--- src/rtl/gem_csc_cluster_matcher_if.sv ---
// Bus between the cluster-to-CSC converter, the LCT builder and the GEM-CSC cluster matcher.
// The master modport is the upstream/downstream side; the matcher uses the slave modport.
interface gem_csc_cluster_matcher_if #(
  parameter int IDXB     = 3,
  parameter int MXXKYB   = 10,
  parameter int WIREBITS = 7
);
  logic                bx0;
  logic                clst_vpf;
  logic                clst_me1a;
  logic [WIREBITS-1:0] clst_wire_lo;
  logic [WIREBITS-1:0] clst_wire_hi;
  logic [WIREBITS-1:0] clst_wire_mi;
  logic [MXXKYB-1:0]   clst_xky_lo;
  logic [MXXKYB-1:0]   clst_xky_hi;
  logic [MXXKYB-1:0]   clst_xky_mi;
  logic [13:0]         clst_word;
  logic [2:0]          clst_roll;
  logic [7:0]          clst_pad;
  logic [2:0]          clst_size;
  logic                lct_req;
  logic                alct_vpf;
  logic [WIREBITS-1:0] alct_wire;
  logic                clct_vpf;
  logic [MXXKYB-1:0]   clct_xky;
  logic                clct_me1a;
  logic                lct_busy;
  logic                match_done;
  logic                match_abort;
  logic                match_vpf;
  logic [IDXB-1:0]     match_idx;
  logic [13:0]         match_word;
  logic [2:0]          match_roll;
  logic [7:0]          match_pad;
  logic [2:0]          match_size;
  logic [MXXKYB-1:0]   match_dxky;
  logic [WIREBITS-1:0] match_dwire;
  logic [IDXB:0]       clst_count;
  logic                clst_ovf;

  modport master (
    output bx0, clst_vpf, clst_me1a, clst_wire_lo, clst_wire_hi, clst_wire_mi,
           clst_xky_lo, clst_xky_hi, clst_xky_mi, clst_word, clst_roll, clst_pad,
           clst_size, lct_req, alct_vpf, alct_wire, clct_vpf, clct_xky, clct_me1a,
    input  lct_busy, match_done, match_abort, match_vpf, match_idx, match_word,
           match_roll, match_pad, match_size, match_dxky, match_dwire, clst_count,
           clst_ovf
  );

  modport slave (
    input  bx0, clst_vpf, clst_me1a, clst_wire_lo, clst_wire_hi, clst_wire_mi,
           clst_xky_lo, clst_xky_hi, clst_xky_mi, clst_word, clst_roll, clst_pad,
           clst_size, lct_req, alct_vpf, alct_wire, clct_vpf, clct_xky, clct_me1a,
    output lct_busy, match_done, match_abort, match_vpf, match_idx, match_word,
           match_roll, match_pad, match_size, match_dxky, match_dwire, clst_count,
           clst_ovf
  );
endinterface

--- src/rtl/gem_csc_cluster_matcher.sv ---
// Per-BX buffer of converted GEM clusters; on an LCT request it scans one entry per cycle
// and returns the in-window cluster closest to the ALCT/CLCT key (lowest index wins ties).
module gem_csc_cluster_matcher #(
  parameter int MXCLST   = 8,
  parameter int IDXB     = 3,
  parameter int MXXKYB   = 10,
  parameter int WIREBITS = 7
) (
  input logic                      clock,
  input logic                      reset_n,
  gem_csc_cluster_matcher_if.slave bus
);

  localparam int SCB = MXXKYB + 1;
  localparam logic [IDXB:0] CNT_ONE = (IDXB+1)'(1);
  localparam logic [IDXB:0] CNT_MAX = (IDXB+1)'(MXCLST);

  typedef enum logic [1:0] {
    S_IDLE = 2'd0,
    S_SCAN = 2'd1,
    S_DONE = 2'd2
  } state_t;

  function automatic logic [MXXKYB-1:0] dist_xky(input logic [MXXKYB-1:0] a,
                                                 input logic [MXXKYB-1:0] b);
    if (a >= b) return a - b;
    else return b - a;
  endfunction

  function automatic logic [WIREBITS-1:0] dist_wire(input logic [WIREBITS-1:0] a,
                                                    input logic [WIREBITS-1:0] b);
    if (a >= b) return a - b;
    else return b - a;
  endfunction

  // buffer storage
  logic                r_b_me1a    [MXCLST];
  logic [WIREBITS-1:0] r_b_wire_lo [MXCLST];
  logic [WIREBITS-1:0] r_b_wire_hi [MXCLST];
  logic [WIREBITS-1:0] r_b_wire_mi [MXCLST];
  logic [MXXKYB-1:0]   r_b_xky_lo  [MXCLST];
  logic [MXXKYB-1:0]   r_b_xky_hi  [MXCLST];
  logic [MXXKYB-1:0]   r_b_xky_mi  [MXCLST];
  logic [13:0]         r_b_word    [MXCLST];
  logic [2:0]          r_b_roll    [MXCLST];
  logic [7:0]          r_b_pad     [MXCLST];
  logic [2:0]          r_b_size    [MXCLST];

  logic [IDXB:0]       r_count;
  logic                r_ovf;

  state_t              r_state;
  state_t              w_state_nxt;
  logic                w_load;
  logic                w_abort;

  logic                r_alct_vpf;
  logic [WIREBITS-1:0] r_alct_wire;
  logic                r_clct_vpf;
  logic [MXXKYB-1:0]   r_clct_xky;
  logic                r_clct_me1a;
  logic [IDXB:0]       r_n;
  logic [IDXB-1:0]     r_ptr;

  logic                r_best_vld;
  logic [IDXB-1:0]     r_best_idx;
  logic [SCB-1:0]      r_best_score;
  logic [MXXKYB-1:0]   r_best_dxky;
  logic [WIREBITS-1:0] r_best_dwire;

  logic                r_match_done;
  logic                r_match_abort;
  logic                r_match_vpf;
  logic [IDXB-1:0]     r_match_idx;
  logic [13:0]         r_match_word;
  logic [2:0]          r_match_roll;
  logic [7:0]          r_match_pad;
  logic [2:0]          r_match_size;
  logic [MXXKYB-1:0]   r_match_dxky;
  logic [WIREBITS-1:0] r_match_dwire;

  logic                w_room;
  logic                w_wr_en;
  logic [IDXB-1:0]     w_wr_idx;
  logic                w_empty_req;

  logic                w_e_me1a;
  logic [WIREBITS-1:0] w_e_wire_lo;
  logic [WIREBITS-1:0] w_e_wire_hi;
  logic [WIREBITS-1:0] w_e_wire_mi;
  logic [MXXKYB-1:0]   w_e_xky_lo;
  logic [MXXKYB-1:0]   w_e_xky_hi;
  logic [MXXKYB-1:0]   w_e_xky_mi;
  logic                w_q_me;
  logic                w_q_xky;
  logic                w_q_wire;
  logic [MXXKYB-1:0]   w_dxky;
  logic [WIREBITS-1:0] w_dwire;
  logic [SCB-1:0]      w_score;
  logic                w_take;
  logic                w_last;

  logic                w_fin_vld;
  logic [IDXB-1:0]     w_fin_idx;
  logic [MXXKYB-1:0]   w_fin_dxky;
  logic [WIREBITS-1:0] w_fin_dwire;

  // bx0 retargets a simultaneous write to index 0 of the freshly cleared buffer
  assign w_room   = (r_count < CNT_MAX);
  assign w_wr_en  = bus.clst_vpf && (bus.bx0 || w_room);
  assign w_wr_idx = bus.bx0 ? {IDXB{1'b0}} : r_count[IDXB-1:0];
  assign w_empty_req = (r_count == {(IDXB+1){1'b0}}) || (!bus.alct_vpf && !bus.clct_vpf);

  assign w_e_me1a    = r_b_me1a[r_ptr];
  assign w_e_wire_lo = r_b_wire_lo[r_ptr];
  assign w_e_wire_hi = r_b_wire_hi[r_ptr];
  assign w_e_wire_mi = r_b_wire_mi[r_ptr];
  assign w_e_xky_lo  = r_b_xky_lo[r_ptr];
  assign w_e_xky_hi  = r_b_xky_hi[r_ptr];
  assign w_e_xky_mi  = r_b_xky_mi[r_ptr];

  assign w_q_me   = !r_clct_vpf || (w_e_me1a == r_clct_me1a);
  assign w_q_xky  = !r_clct_vpf || ((w_e_xky_lo <= r_clct_xky) && (r_clct_xky <= w_e_xky_hi));
  assign w_q_wire = !r_alct_vpf || ((w_e_wire_lo <= r_alct_wire) && (r_alct_wire <= w_e_wire_hi));
  assign w_dxky   = r_clct_vpf ? dist_xky(r_clct_xky, w_e_xky_mi) : {MXXKYB{1'b0}};
  assign w_dwire  = r_alct_vpf ? dist_wire(r_alct_wire, w_e_wire_mi) : {WIREBITS{1'b0}};
  assign w_score  = {1'b0, w_dxky} + SCB'(w_dwire);
  assign w_take   = w_q_me && w_q_xky && w_q_wire && (!r_best_vld || (w_score < r_best_score));
  assign w_last   = (({1'b0, r_ptr} + CNT_ONE) == r_n);

  // the final result folds in the entry being evaluated on the last scan cycle
  assign w_fin_vld   = (r_state == S_SCAN) && (w_take || r_best_vld);
  assign w_fin_idx   = w_take ? r_ptr : r_best_idx;
  assign w_fin_dxky  = w_take ? w_dxky : r_best_dxky;
  assign w_fin_dwire = w_take ? w_dwire : r_best_dwire;

  // buffer payload write; validity is tracked by r_count only
  always_ff @(posedge clock) begin
    if (w_wr_en) begin
      r_b_me1a[w_wr_idx]    <= bus.clst_me1a;
      r_b_wire_lo[w_wr_idx] <= bus.clst_wire_lo;
      r_b_wire_hi[w_wr_idx] <= bus.clst_wire_hi;
      r_b_wire_mi[w_wr_idx] <= bus.clst_wire_mi;
      r_b_xky_lo[w_wr_idx]  <= bus.clst_xky_lo;
      r_b_xky_hi[w_wr_idx]  <= bus.clst_xky_hi;
      r_b_xky_mi[w_wr_idx]  <= bus.clst_xky_mi;
      r_b_word[w_wr_idx]    <= bus.clst_word;
      r_b_roll[w_wr_idx]    <= bus.clst_roll;
      r_b_pad[w_wr_idx]     <= bus.clst_pad;
      r_b_size[w_wr_idx]    <= bus.clst_size;
    end
  end

  // entry count and sticky overflow
  always_ff @(posedge clock or negedge reset_n) begin
    if (!reset_n) begin
      r_count <= {(IDXB+1){1'b0}};
      r_ovf   <= 1'b0;
    end else if (bus.bx0) begin
      r_count <= bus.clst_vpf ? CNT_ONE : {(IDXB+1){1'b0}};
      r_ovf   <= 1'b0;
    end else if (bus.clst_vpf) begin
      if (w_room) r_count <= r_count + CNT_ONE;
      else r_ovf <= 1'b1;
    end
  end

  // FSM state register
  always_ff @(posedge clock or negedge reset_n) begin
    if (!reset_n) r_state <= S_IDLE;
    else r_state <= w_state_nxt;
  end

  // FSM next state, result load and abort strobes
  always_comb begin
    w_state_nxt = r_state;
    w_load      = 1'b0;
    w_abort     = 1'b0;
    case (r_state)
      S_IDLE: begin
        if (bus.lct_req) begin
          if (w_empty_req) begin
            w_state_nxt = S_DONE;
            w_load      = 1'b1;
          end else begin
            w_state_nxt = S_SCAN;
          end
        end else begin
          w_state_nxt = S_IDLE;
        end
      end
      S_SCAN: begin
        if (bus.bx0) begin
          w_state_nxt = S_IDLE;
          w_abort     = 1'b1;
        end else if (w_last) begin
          w_state_nxt = S_DONE;
          w_load      = 1'b1;
        end else begin
          w_state_nxt = S_SCAN;
        end
      end
      S_DONE: begin
        w_state_nxt = S_IDLE;
        if (bus.bx0) w_abort = 1'b1;
        else w_abort = 1'b0;
      end
      default: begin
        w_state_nxt = S_IDLE;
      end
    endcase
  end

  // request latch, scan pointer and running best
  always_ff @(posedge clock or negedge reset_n) begin
    if (!reset_n) begin
      r_alct_vpf   <= 1'b0;
      r_alct_wire  <= {WIREBITS{1'b0}};
      r_clct_vpf   <= 1'b0;
      r_clct_xky   <= {MXXKYB{1'b0}};
      r_clct_me1a  <= 1'b0;
      r_n          <= {(IDXB+1){1'b0}};
      r_ptr        <= {IDXB{1'b0}};
      r_best_vld   <= 1'b0;
      r_best_idx   <= {IDXB{1'b0}};
      r_best_score <= {SCB{1'b0}};
      r_best_dxky  <= {MXXKYB{1'b0}};
      r_best_dwire <= {WIREBITS{1'b0}};
    end else if ((r_state == S_IDLE) && bus.lct_req) begin
      r_alct_vpf   <= bus.alct_vpf;
      r_alct_wire  <= bus.alct_wire;
      r_clct_vpf   <= bus.clct_vpf;
      r_clct_xky   <= bus.clct_xky;
      r_clct_me1a  <= bus.clct_me1a;
      r_n          <= r_count;
      r_ptr        <= {IDXB{1'b0}};
      r_best_vld   <= 1'b0;
      r_best_idx   <= {IDXB{1'b0}};
      r_best_score <= {SCB{1'b0}};
      r_best_dxky  <= {MXXKYB{1'b0}};
      r_best_dwire <= {WIREBITS{1'b0}};
    end else if (r_state == S_SCAN) begin
      r_ptr <= r_ptr + {{(IDXB-1){1'b0}}, 1'b1};
      if (w_take) begin
        r_best_vld   <= 1'b1;
        r_best_idx   <= r_ptr;
        r_best_score <= w_score;
        r_best_dxky  <= w_dxky;
        r_best_dwire <= w_dwire;
      end
    end
  end

  // registered result; an empty result clears every field
  always_ff @(posedge clock or negedge reset_n) begin
    if (!reset_n) begin
      r_match_done  <= 1'b0;
      r_match_abort <= 1'b0;
      r_match_vpf   <= 1'b0;
      r_match_idx   <= {IDXB{1'b0}};
      r_match_word  <= 14'd0;
      r_match_roll  <= 3'd0;
      r_match_pad   <= 8'd0;
      r_match_size  <= 3'd0;
      r_match_dxky  <= {MXXKYB{1'b0}};
      r_match_dwire <= {WIREBITS{1'b0}};
    end else begin
      r_match_done  <= w_load;
      r_match_abort <= w_abort;
      if (w_load) begin
        r_match_vpf   <= w_fin_vld;
        r_match_idx   <= w_fin_vld ? w_fin_idx : {IDXB{1'b0}};
        r_match_word  <= w_fin_vld ? r_b_word[w_fin_idx] : 14'd0;
        r_match_roll  <= w_fin_vld ? r_b_roll[w_fin_idx] : 3'd0;
        r_match_pad   <= w_fin_vld ? r_b_pad[w_fin_idx] : 8'd0;
        r_match_size  <= w_fin_vld ? r_b_size[w_fin_idx] : 3'd0;
        r_match_dxky  <= w_fin_vld ? w_fin_dxky : {MXXKYB{1'b0}};
        r_match_dwire <= w_fin_vld ? w_fin_dwire : {WIREBITS{1'b0}};
      end
    end
  end

  assign bus.lct_busy    = (r_state != S_IDLE);
  assign bus.match_done  = r_match_done;
  assign bus.match_abort = r_match_abort;
  assign bus.match_vpf   = r_match_vpf;
  assign bus.match_idx   = r_match_idx;
  assign bus.match_word  = r_match_word;
  assign bus.match_roll  = r_match_roll;
  assign bus.match_pad   = r_match_pad;
  assign bus.match_size  = r_match_size;
  assign bus.match_dxky  = r_match_dxky;
  assign bus.match_dwire = r_match_dwire;
  assign bus.clst_count  = r_count;
  assign bus.clst_ovf    = r_ovf;

endmodule
--- src/flat_wrapper.sv ---
// flat-port wrapper written by rule: the top's interface ports become plain ports
module gem_csc_cluster_matcher_flat 
#(
  parameter int MXCLST   = 8,
  parameter int IDXB     = 3,
  parameter int MXXKYB   = 10,
  parameter int WIREBITS = 7
)
  (clock, reset_n, bus_bx0, bus_clst_vpf, bus_clst_me1a, bus_clst_wire_lo, bus_clst_wire_hi, bus_clst_wire_mi, bus_clst_xky_lo, bus_clst_xky_hi, bus_clst_xky_mi, bus_clst_word, bus_clst_roll, bus_clst_pad, bus_clst_size, bus_lct_req, bus_alct_vpf, bus_alct_wire, bus_clct_vpf, bus_clct_xky, bus_clct_me1a, bus_lct_busy, bus_match_done, bus_match_abort, bus_match_vpf, bus_match_idx, bus_match_word, bus_match_roll, bus_match_pad, bus_match_size, bus_match_dxky, bus_match_dwire, bus_clst_count, bus_clst_ovf);
  gem_csc_cluster_matcher_if #(.IDXB(IDXB), .MXXKYB(MXXKYB), .WIREBITS(WIREBITS)) bus_i ();
  input logic clock;
  input logic reset_n;
  input wire logic [$bits(bus_i.bx0)-1:0] bus_bx0;
  input wire logic [$bits(bus_i.clst_vpf)-1:0] bus_clst_vpf;
  input wire logic [$bits(bus_i.clst_me1a)-1:0] bus_clst_me1a;
  input wire logic [$bits(bus_i.clst_wire_lo)-1:0] bus_clst_wire_lo;
  input wire logic [$bits(bus_i.clst_wire_hi)-1:0] bus_clst_wire_hi;
  input wire logic [$bits(bus_i.clst_wire_mi)-1:0] bus_clst_wire_mi;
  input wire logic [$bits(bus_i.clst_xky_lo)-1:0] bus_clst_xky_lo;
  input wire logic [$bits(bus_i.clst_xky_hi)-1:0] bus_clst_xky_hi;
  input wire logic [$bits(bus_i.clst_xky_mi)-1:0] bus_clst_xky_mi;
  input wire logic [$bits(bus_i.clst_word)-1:0] bus_clst_word;
  input wire logic [$bits(bus_i.clst_roll)-1:0] bus_clst_roll;
  input wire logic [$bits(bus_i.clst_pad)-1:0] bus_clst_pad;
  input wire logic [$bits(bus_i.clst_size)-1:0] bus_clst_size;
  input wire logic [$bits(bus_i.lct_req)-1:0] bus_lct_req;
  input wire logic [$bits(bus_i.alct_vpf)-1:0] bus_alct_vpf;
  input wire logic [$bits(bus_i.alct_wire)-1:0] bus_alct_wire;
  input wire logic [$bits(bus_i.clct_vpf)-1:0] bus_clct_vpf;
  input wire logic [$bits(bus_i.clct_xky)-1:0] bus_clct_xky;
  input wire logic [$bits(bus_i.clct_me1a)-1:0] bus_clct_me1a;
  output wire logic [$bits(bus_i.lct_busy)-1:0] bus_lct_busy;
  output wire logic [$bits(bus_i.match_done)-1:0] bus_match_done;
  output wire logic [$bits(bus_i.match_abort)-1:0] bus_match_abort;
  output wire logic [$bits(bus_i.match_vpf)-1:0] bus_match_vpf;
  output wire logic [$bits(bus_i.match_idx)-1:0] bus_match_idx;
  output wire logic [$bits(bus_i.match_word)-1:0] bus_match_word;
  output wire logic [$bits(bus_i.match_roll)-1:0] bus_match_roll;
  output wire logic [$bits(bus_i.match_pad)-1:0] bus_match_pad;
  output wire logic [$bits(bus_i.match_size)-1:0] bus_match_size;
  output wire logic [$bits(bus_i.match_dxky)-1:0] bus_match_dxky;
  output wire logic [$bits(bus_i.match_dwire)-1:0] bus_match_dwire;
  output wire logic [$bits(bus_i.clst_count)-1:0] bus_clst_count;
  output wire logic [$bits(bus_i.clst_ovf)-1:0] bus_clst_ovf;
  assign bus_i.bx0 = bus_bx0;
  assign bus_i.clst_vpf = bus_clst_vpf;
  assign bus_i.clst_me1a = bus_clst_me1a;
  assign bus_i.clst_wire_lo = bus_clst_wire_lo;
  assign bus_i.clst_wire_hi = bus_clst_wire_hi;
  assign bus_i.clst_wire_mi = bus_clst_wire_mi;
  assign bus_i.clst_xky_lo = bus_clst_xky_lo;
  assign bus_i.clst_xky_hi = bus_clst_xky_hi;
  assign bus_i.clst_xky_mi = bus_clst_xky_mi;
  assign bus_i.clst_word = bus_clst_word;
  assign bus_i.clst_roll = bus_clst_roll;
  assign bus_i.clst_pad = bus_clst_pad;
  assign bus_i.clst_size = bus_clst_size;
  assign bus_i.lct_req = bus_lct_req;
  assign bus_i.alct_vpf = bus_alct_vpf;
  assign bus_i.alct_wire = bus_alct_wire;
  assign bus_i.clct_vpf = bus_clct_vpf;
  assign bus_i.clct_xky = bus_clct_xky;
  assign bus_i.clct_me1a = bus_clct_me1a;
  assign bus_lct_busy = bus_i.lct_busy;
  assign bus_match_done = bus_i.match_done;
  assign bus_match_abort = bus_i.match_abort;
  assign bus_match_vpf = bus_i.match_vpf;
  assign bus_match_idx = bus_i.match_idx;
  assign bus_match_word = bus_i.match_word;
  assign bus_match_roll = bus_i.match_roll;
  assign bus_match_pad = bus_i.match_pad;
  assign bus_match_size = bus_i.match_size;
  assign bus_match_dxky = bus_i.match_dxky;
  assign bus_match_dwire = bus_i.match_dwire;
  assign bus_clst_count = bus_i.clst_count;
  assign bus_clst_ovf = bus_i.clst_ovf;
  gem_csc_cluster_matcher #(.MXCLST(MXCLST), .IDXB(IDXB), .MXXKYB(MXXKYB), .WIREBITS(WIREBITS)) u_core (.clock(clock), .reset_n(reset_n), .bus(bus_i));
endmodule
--- config.mk ---
export PLATFORM = sky130hd
export DESIGN_NAME = gem_csc_cluster_matcher_flat
export DESIGN_NICKNAME = d
export VERILOG_FILES = /design/src/rtl/gem_csc_cluster_matcher_if.sv /design/src/rtl/gem_csc_cluster_matcher.sv /design/src/flat_wrapper.sv
export SDC_FILE = /design/constraint.sdc
export NUM_CORES = 1
export LEC_CHECK = 0
export ABC_CLOCK_PERIOD_IN_PS = 14300
export CORE_UTILIZATION = 59
export DETAILED_ROUTE_END_ITERATION = 6
export PLACE_DENSITY = 0.79
export SYNTH_ARGS = -nofsm -noshare
export SYNTH_HDL_FRONTEND = slang
export SYNTH_SLANG_ARGS = --single-unit
--- constraint.sdc ---
create_clock -name clock -period 14.3 [get_ports clock]
set_input_delay 4.29 -clock clock [delete_from_list [all_inputs] [get_ports clock]]
set_output_delay 4.29 -clock clock [all_outputs]
set_load 0.005 [all_outputs]
# Word level (Yosys, flattened, before mapping)
# Memory sizes are Yosys's and may differ from the RTL's.
# Index checks and enable logic that the tools add are counted.
[totals] ff_bits=117 latchBits=0 mem_bits_rw=640 rom_bits=0 in_bits=105 output_inout_bits=57 wordCells=139 n_memories=11
[op_classes] n_addsub=8 mul=0 div_mod_pow=0 magnitude_cmp=8 n_eq_ne=5 shifts=0 mux=50 n_bitwise=0 n_reduce_logical=32
[memory_table] memory="u_core.r_b_word" words=8 word_bits=14 rd=1 rd_clocked_by_memory_dff=0 write_ports=1 line="gem_csc_cluster_matcher.sv:44" rtl="logic [13:0] r_b_word [MXCLST];"
[memory_table] memory="u_core.r_b_xky_hi" words=8 word_bits=10 rd=1 rd_clocked_by_memory_dff=0 write_ports=1 line="gem_csc_cluster_matcher.sv:42" rtl="logic [MXXKYB-1:0] r_b_xky_hi [MXCLST];"
[memory_table] memory="u_core.r_b_xky_lo" words=8 word_bits=10 rd=1 rd_clocked_by_memory_dff=0 write_ports=1 line="gem_csc_cluster_matcher.sv:41" rtl="logic [MXXKYB-1:0] r_b_xky_lo [MXCLST];"
[memory_table] memory="u_core.r_b_xky_mi" words=8 word_bits=10 rd=1 rd_clocked_by_memory_dff=0 write_ports=1 line="gem_csc_cluster_matcher.sv:43" rtl="logic [MXXKYB-1:0] r_b_xky_mi [MXCLST];"
[memory_table] memory="u_core.r_b_pad" words=8 word_bits=8 rd=1 rd_clocked_by_memory_dff=0 write_ports=1 line="gem_csc_cluster_matcher.sv:46" rtl="logic [7:0] r_b_pad [MXCLST];"
[memory_table] memory="u_core.r_b_wire_hi" words=8 word_bits=7 rd=1 rd_clocked_by_memory_dff=0 write_ports=1 line="gem_csc_cluster_matcher.sv:39" rtl="logic [WIREBITS-1:0] r_b_wire_hi [MXCLST];"
[memory_table] memory="+5 memories"
[op_table] operator="2-to-1 mux 10 bit" count=6
[op_table] operator="2-to-1 mux 7 bit" count=6
[op_table] operator="2-to-1 mux 11 bit" count=3
[op_table] operator="2-to-1 mux 3 bit" count=9
[op_table] operator="less-or-equal comparator 10 bit" count=2
[op_table] operator="subtractor 10 bit" count=2
[op_table] operator="2-to-1 mux 1 bit" count=15
[op_table] operator="less-or-equal comparator 7 bit" count=2
[op_table] operator="2-to-1 mux 14 bit" count=1
[op_table] operator="subtractor 7 bit" count=2
[op_table] operator="2-to-1 mux 4 bit" count=3
[op_table] operator="adder 10 x 7 -> 11 bit" count=1
[op_table] operator="less-than comparator 11 bit" count=1
[op_table] operator=">= comparator 10 bit" count=1
[op_table] operator="nonzero test 2 bit" count=5
[op_table] operator="logical AND 1 bit" count=9
[op_table] operator="2-to-1 mux 2 bit" count=4
[op_table] operator="2-to-1 mux 8 bit" count=1
[op_table] operator=">= comparator 7 bit" count=1
[op_table] operator="logical OR 1 bit" count=7
[op_table] operator="AND reduction 2 bit" count=3
[op_table] operator="logical NOT 1 bit" count=5
[op_table] operator="adder 3 x 1 -> 4 bit (second input constant)" count=1
[op_table] operator="adder 4 x 1 -> 4 bit (second input constant)" count=1
[op_table] operator="12 further kinds" count=12

# Longest topological paths before layout
# An unclocked memory read counts as a cell.
[logic_depth] ltp_word=11 depth_mapped=38 depth_no_buf=31

# Worst setup path after synthesis
# No wires, ideal clock.
[synth_path] path_kind="in2reg" startpoint="input bus_bx0" endpoint="memory u_core.r_b_me1a[1] (enable)" setup_time_ps=715 arrival_ps=12521 t_required_ps=13585 setup_slack_ps=1064 path_stages=4 path_cell_list="clkbuf_1 nand2b_1 or2_2 nor4_1"
[synth_via] elab_chain_cells=4 elab_cells_between_ends=5 classes_between="mux (3); reduce/logical (2)"
[synth_rtl] element="start, declared" line="flat_wrapper.sv:13" rtl="input wire logic [$bits(bus_i.bx0)-1:0] bus_bx0;"
[synth_rtl] element="logical OR 1 bit" line="gem_csc_cluster_matcher.sv:110" rtl="assign w_wr_en = bus.clst_vpf && (bus.bx0 || w_room);"
[synth_rtl] element="logical AND 1 bit" line="gem_csc_cluster_matcher.sv:110"
[synth_rtl] element="2-to-1 mux 1 bit" line="gem_csc_cluster_matcher.sv:139" rtl="if (w_wr_en) begin"
[synth_rtl] element="2-to-1 mux 1 bit (implied by the code)" line="gem_csc_cluster_matcher.sv:140" rtl="r_b_me1a[w_wr_idx] <= bus.clst_me1a;"
[synth_rtl] element="end, declared" line="gem_csc_cluster_matcher.sv:37" rtl="logic r_b_me1a [MXCLST];"
# Several ways; a longest one is shown, not always the timed one.

# Worst setup path after layout
[layout_path] startpoint="register u_core.r_ptr[0]" endpoint="register u_core.r_match_word[6] (netlist: u_core.bus.match_word[6])"
[layout_via] elab_chain_cells=11 elab_cells_between_ends=43 classes_between="add/sub (6); order compare (7); eq/ne (2); mux (9); reduce/logical (11); memory (8)"
[layout_rtl] element="start, declared" line="gem_csc_cluster_matcher.sv:63" rtl="logic [IDXB-1:0] r_ptr;"
[layout_rtl] element="start signal, assigned" line="gem_csc_cluster_matcher.sv:223" rtl="r_ptr <= {IDXB{1'b0}};"
[layout_rtl] element="start signal, assigned" line="gem_csc_cluster_matcher.sv:236" rtl="r_ptr <= {IDXB{1'b0}};"
[layout_rtl] element="start signal, assigned" line="gem_csc_cluster_matcher.sv:243" rtl="r_ptr <= r_ptr + {{(IDXB-1){1'b0}}, 1'b1};"
[layout_rtl] element="memory (8 x 10 bit) or memory (8 x 7 bit) (tied branches)"
[layout_rtl] element="subtractor 10 bit (tied with other cells)" line="gem_csc_cluster_matcher.sv:27" rtl="else return b - a;"
[layout_rtl] element="2-to-1 mux 10 bit or 2-to-1 mux 7 bit (tied branches)" line="gem_csc_cluster_matcher.sv:26, gem_csc_cluster_matcher.sv:32"
[layout_rtl] element="2-to-1 mux 10 bit or 2-to-1 mux 7 bit (tied branches)" line="gem_csc_cluster_matcher.sv:125, gem_csc_cluster_matcher.sv:126"
[layout_rtl] element="adder 10 x 7 -> 11 bit" line="gem_csc_cluster_matcher.sv:127" rtl="assign w_score = {1'b0, w_dxky} + SCB'(w_dwire);"
[layout_rtl] element="less-than comparator 11 bit" line="gem_csc_cluster_matcher.sv:128" rtl="assign w_take = w_q_me && w_q_xky && w_q_wire && (!r_best_vld || (w_score < r_best_score));"
[layout_rtl] element="logical OR 1 bit" line="gem_csc_cluster_matcher.sv:128"
[layout_rtl] element="logical AND 1 bit" line="gem_csc_cluster_matcher.sv:128"
[layout_rtl] element="2-to-1 mux 3 bit or logical OR 1 bit (tied branches)"
[layout_rtl] element="memory (8 x 14 bit) or logical AND 1 bit (tied branches)"
[layout_rtl] element="2-to-1 mux 14 bit" line="gem_csc_cluster_matcher.sv:273" rtl="r_match_word <= w_fin_vld ? r_b_word[w_fin_idx] : 14'd0;"
[layout_rtl] element="end signal, assigned" line="gem_csc_cluster_matcher.sv:273"
[layout_rtl] element="end, declared" line="gem_csc_cluster_matcher.sv:75" rtl="logic [13:0] r_match_word;"
# Several ways; a longest one is shown, not always the timed one.
# A chain may end at the register's enable or synchronous reset.

==> flow_summary.ini <==
[route]
ant_nets = 0
viasPerCell = 6.22
first_pass_iters = 7
drc_errors = 16
routedWlPerCell_um = 25.3
initialDrtViolationCount = 1980
num_vias = 17600
routed_wl_um = 71500

[timing]
fmax_mhz = 95.0
fin_crit_sh_pct = 73.6
worst_clock_skew_ps = 27.8
relSlewSlack_pct = 29.8
report.final.hold_viol_count = 0
tns_ps = 0
worstMarginPinSlew_ps = 1030
grt_setup_unrepaired = no
min_period_ps = 10520
slew_violations = 0
finalSetupViolCount = 0

[clock_network]
cts_root_buf = clkbuf_16
clk_latency_ps = 620
clk_pin_slew_ps = 60
cts_tree = built
ctsHoldBuffers = 0
postCtsSetupBuffers = 0
cts.sinks = 756
cts_resized = 0
cts_max_level = 3
clock_path_buffers = 3
cts-buffers-inserted = 77

[global_route]
grt_max_degree = 73
grt_pass1_wl_um = 107000
grt_usage_pct = 26.8
grt_pass1_vias = 17600
antenna_found_initial = 3
globalRouteOverflowTotal = 0

[placed_design]
portBuffers = 161
dpl_cell_area_mm2 = 0.0340
dp.final_hpwl_um = 42500
routabilityCongestion = 0.946

[setup_path]
arrival_ps = 11010
cp-start-kind = flip-flop
cp_max_fo = 60
worstSetupPathType = flip-flop to flip-flop
cpMaxStageDelayCell = mux2i_4
worstRegToRegCells = 33
required_ps = 14780
cp_slowest_stage_delay_ps = 900
cp-end-kind = flip-flop
cpMostUsedCell = a21oi_1

[yosys]
synthArstFlopShare_pct = 15.3
ys_seq_area_share_pct = 69.9
syn_inst = 1885
synth_cell_types = 67
synth_warnings = 0
synth_area_per_cell_um2 = 16.8
syn-num-nets = 2083
syn_area_mm2 = 0.0317
synth_edf_count = 640
synth_seq_cells = 756
synth_top_flop_cell = edfxtp_1

[outcome]
status = finished with violations
violations = design-rule violations

[finish]
syn2layout_area_growth_pct = 15.6
final_common_cell = edfxtp_1
most-common-layout-cells = edfxtp_1, nand2_1, clkdlybuf4s50_1
final_nets = 2271
final_area_mm2 = 0.0366
drive_above_1_share_pct = 16.7

[power_and_ir_drop]
leakage_nw = 12.8
power_density_mw_per_mm2 = 196
max-vdd-ir-drop_v = 0.000159

[floorplanning]
io_pins = 162
die_width_um = 234
num_rows = 84
core-area_mm2 = 0.0528
die_area_mm2 = 0.0546
die_h_um = 234
start_util_pct = 60.0

[job]
drv_cap = 0

[worst_hold_path]
min_delay_path_depth = 2
hold_class = flip-flop to flip-flop
-- logic make-up after synthesis --
group | after synthesis | synth area share, %
AO/OA/AOI/OAI | 240 | 4.62
buffers and inverters | 158 | 2.17
adder cells (fa/ha/maj) | 93 | 3.79
flip-flops | 756 | 69.9
multiplexers | 264 | 13.9
XOR/XNOR | 20 | 0.597
AND/OR/NAND/NOR | 354 | 5.04
-- synth_stat cells, drive strengths merged (40+ instances only) --
library cell / number / area [µm²]
nand2: 191 / 717
edfxtp: 640 / 19200
mux2: 77 / 867
nand3: 40 / 200
inv: 74 / 278
nor2: 52 / 213
dfrtp: 116 / 2900
mux4: 132 / 2970
clkbuf: 47 / 176
a21oi: 74 / 370
mux2i: 55 / 567
o21ai: 70 / 350
ha: 88 / 1100
-- cell type report --
class | instances | area (µm²)
antenna | 1 | 2.50
clock buffer | 104 | 2150
clock inverter | 38 | 412
fill | 3295 | 16200
inverter | 75 | 282
multi-input combinational | 971 | 8920
sequential | 756 | 22100
tap | 688 | 861
timing repair buffer | 192 | 1840
-- final timing paths --
path | end | start | slack (ps)
worst max-delay path | u_core.bus.match_word[6] | u_core.r_ptr[0] | 3780
worst min register to register | u_core.bus.match_dxky[0] | u_core.bus.match_dxky[0] | 480
worst max register to register | u_core.bus.match_word[6] | u_core.r_ptr[0] | 3780
max in group asynchronous | u_core.r_best_score[5] | reset_n | 9110
min in group asynchronous | u_core.bus.match_word[3] | reset_n | 3820
worst min-delay path | u_core.bus.match_dxky[0] | u_core.bus.match_dxky[0] | 480
-- layer usage --
metal  vias to the layer above  GRT usage [%]  part of all wire [%]
met4                         4           9.11                   2.7
met1                      8990           38.0                    42
met5                         -              0                 0.043
li1                       7686              -                     -
met2                       762           42.9                    49
met3                       118           4.02                   6.7
-- per-stage QoR --
stage                     worst slack [ps]  power (mW)  hold slack (ps)  util, %  instances
final                                 3780        7.18              479     69.4       2825
after detailed placement              3810        5.17              476     64.5       2682
after global routing                  2800        7.54              515     69.4       2825
after floorplan                       1060        4.46              457        -       1885
after global placement                4080        5.11              467     64.5       2682
after CTS                             3710        7.20              489     69.4       2824
-- registers in the layout, indices dropped and copies added (netlist names), 10 cells and up --
name                   count
u_core.r_b_xky_mi         80
u_core.r_b_pad            64
u_core.bus.match_word     14
u_core.r_best_score       11
u_core.r_b_word          112
u_core.r_b_wire_lo        56
u_core.r_clct_xky         10
u_core.r_b_wire_mi        56
u_core.r_b_xky_lo         80
u_core.r_b_roll           24
u_core.r_b_xky_hi         80
u_core.bus.match_dxky     10
u_core.r_best_dxky        10
u_core.r_b_wire_hi        56
u_core.r_b_size           24
-- power by group --
part	switching [mW]	internal [mW]	total (mW)
sequential	0.133	2.54	2.67
clock	0.815	1.21	2.02
combinational	1.38	1.11	2.49
-- critical path, delay by kind of cell, from the launching register on --
family	cells	cell delay [ps]
AO/OA/AOI/OAI	15	2910
AND/OR/NAND/NOR	5	1250
flip-flops	1	600
XOR/XNOR	1	230
multiplexers	4	2320
adder cells (fa/ha/maj)	3	1030
buffers and inverters	5	1990
Power figures use the tool's default switching activity.
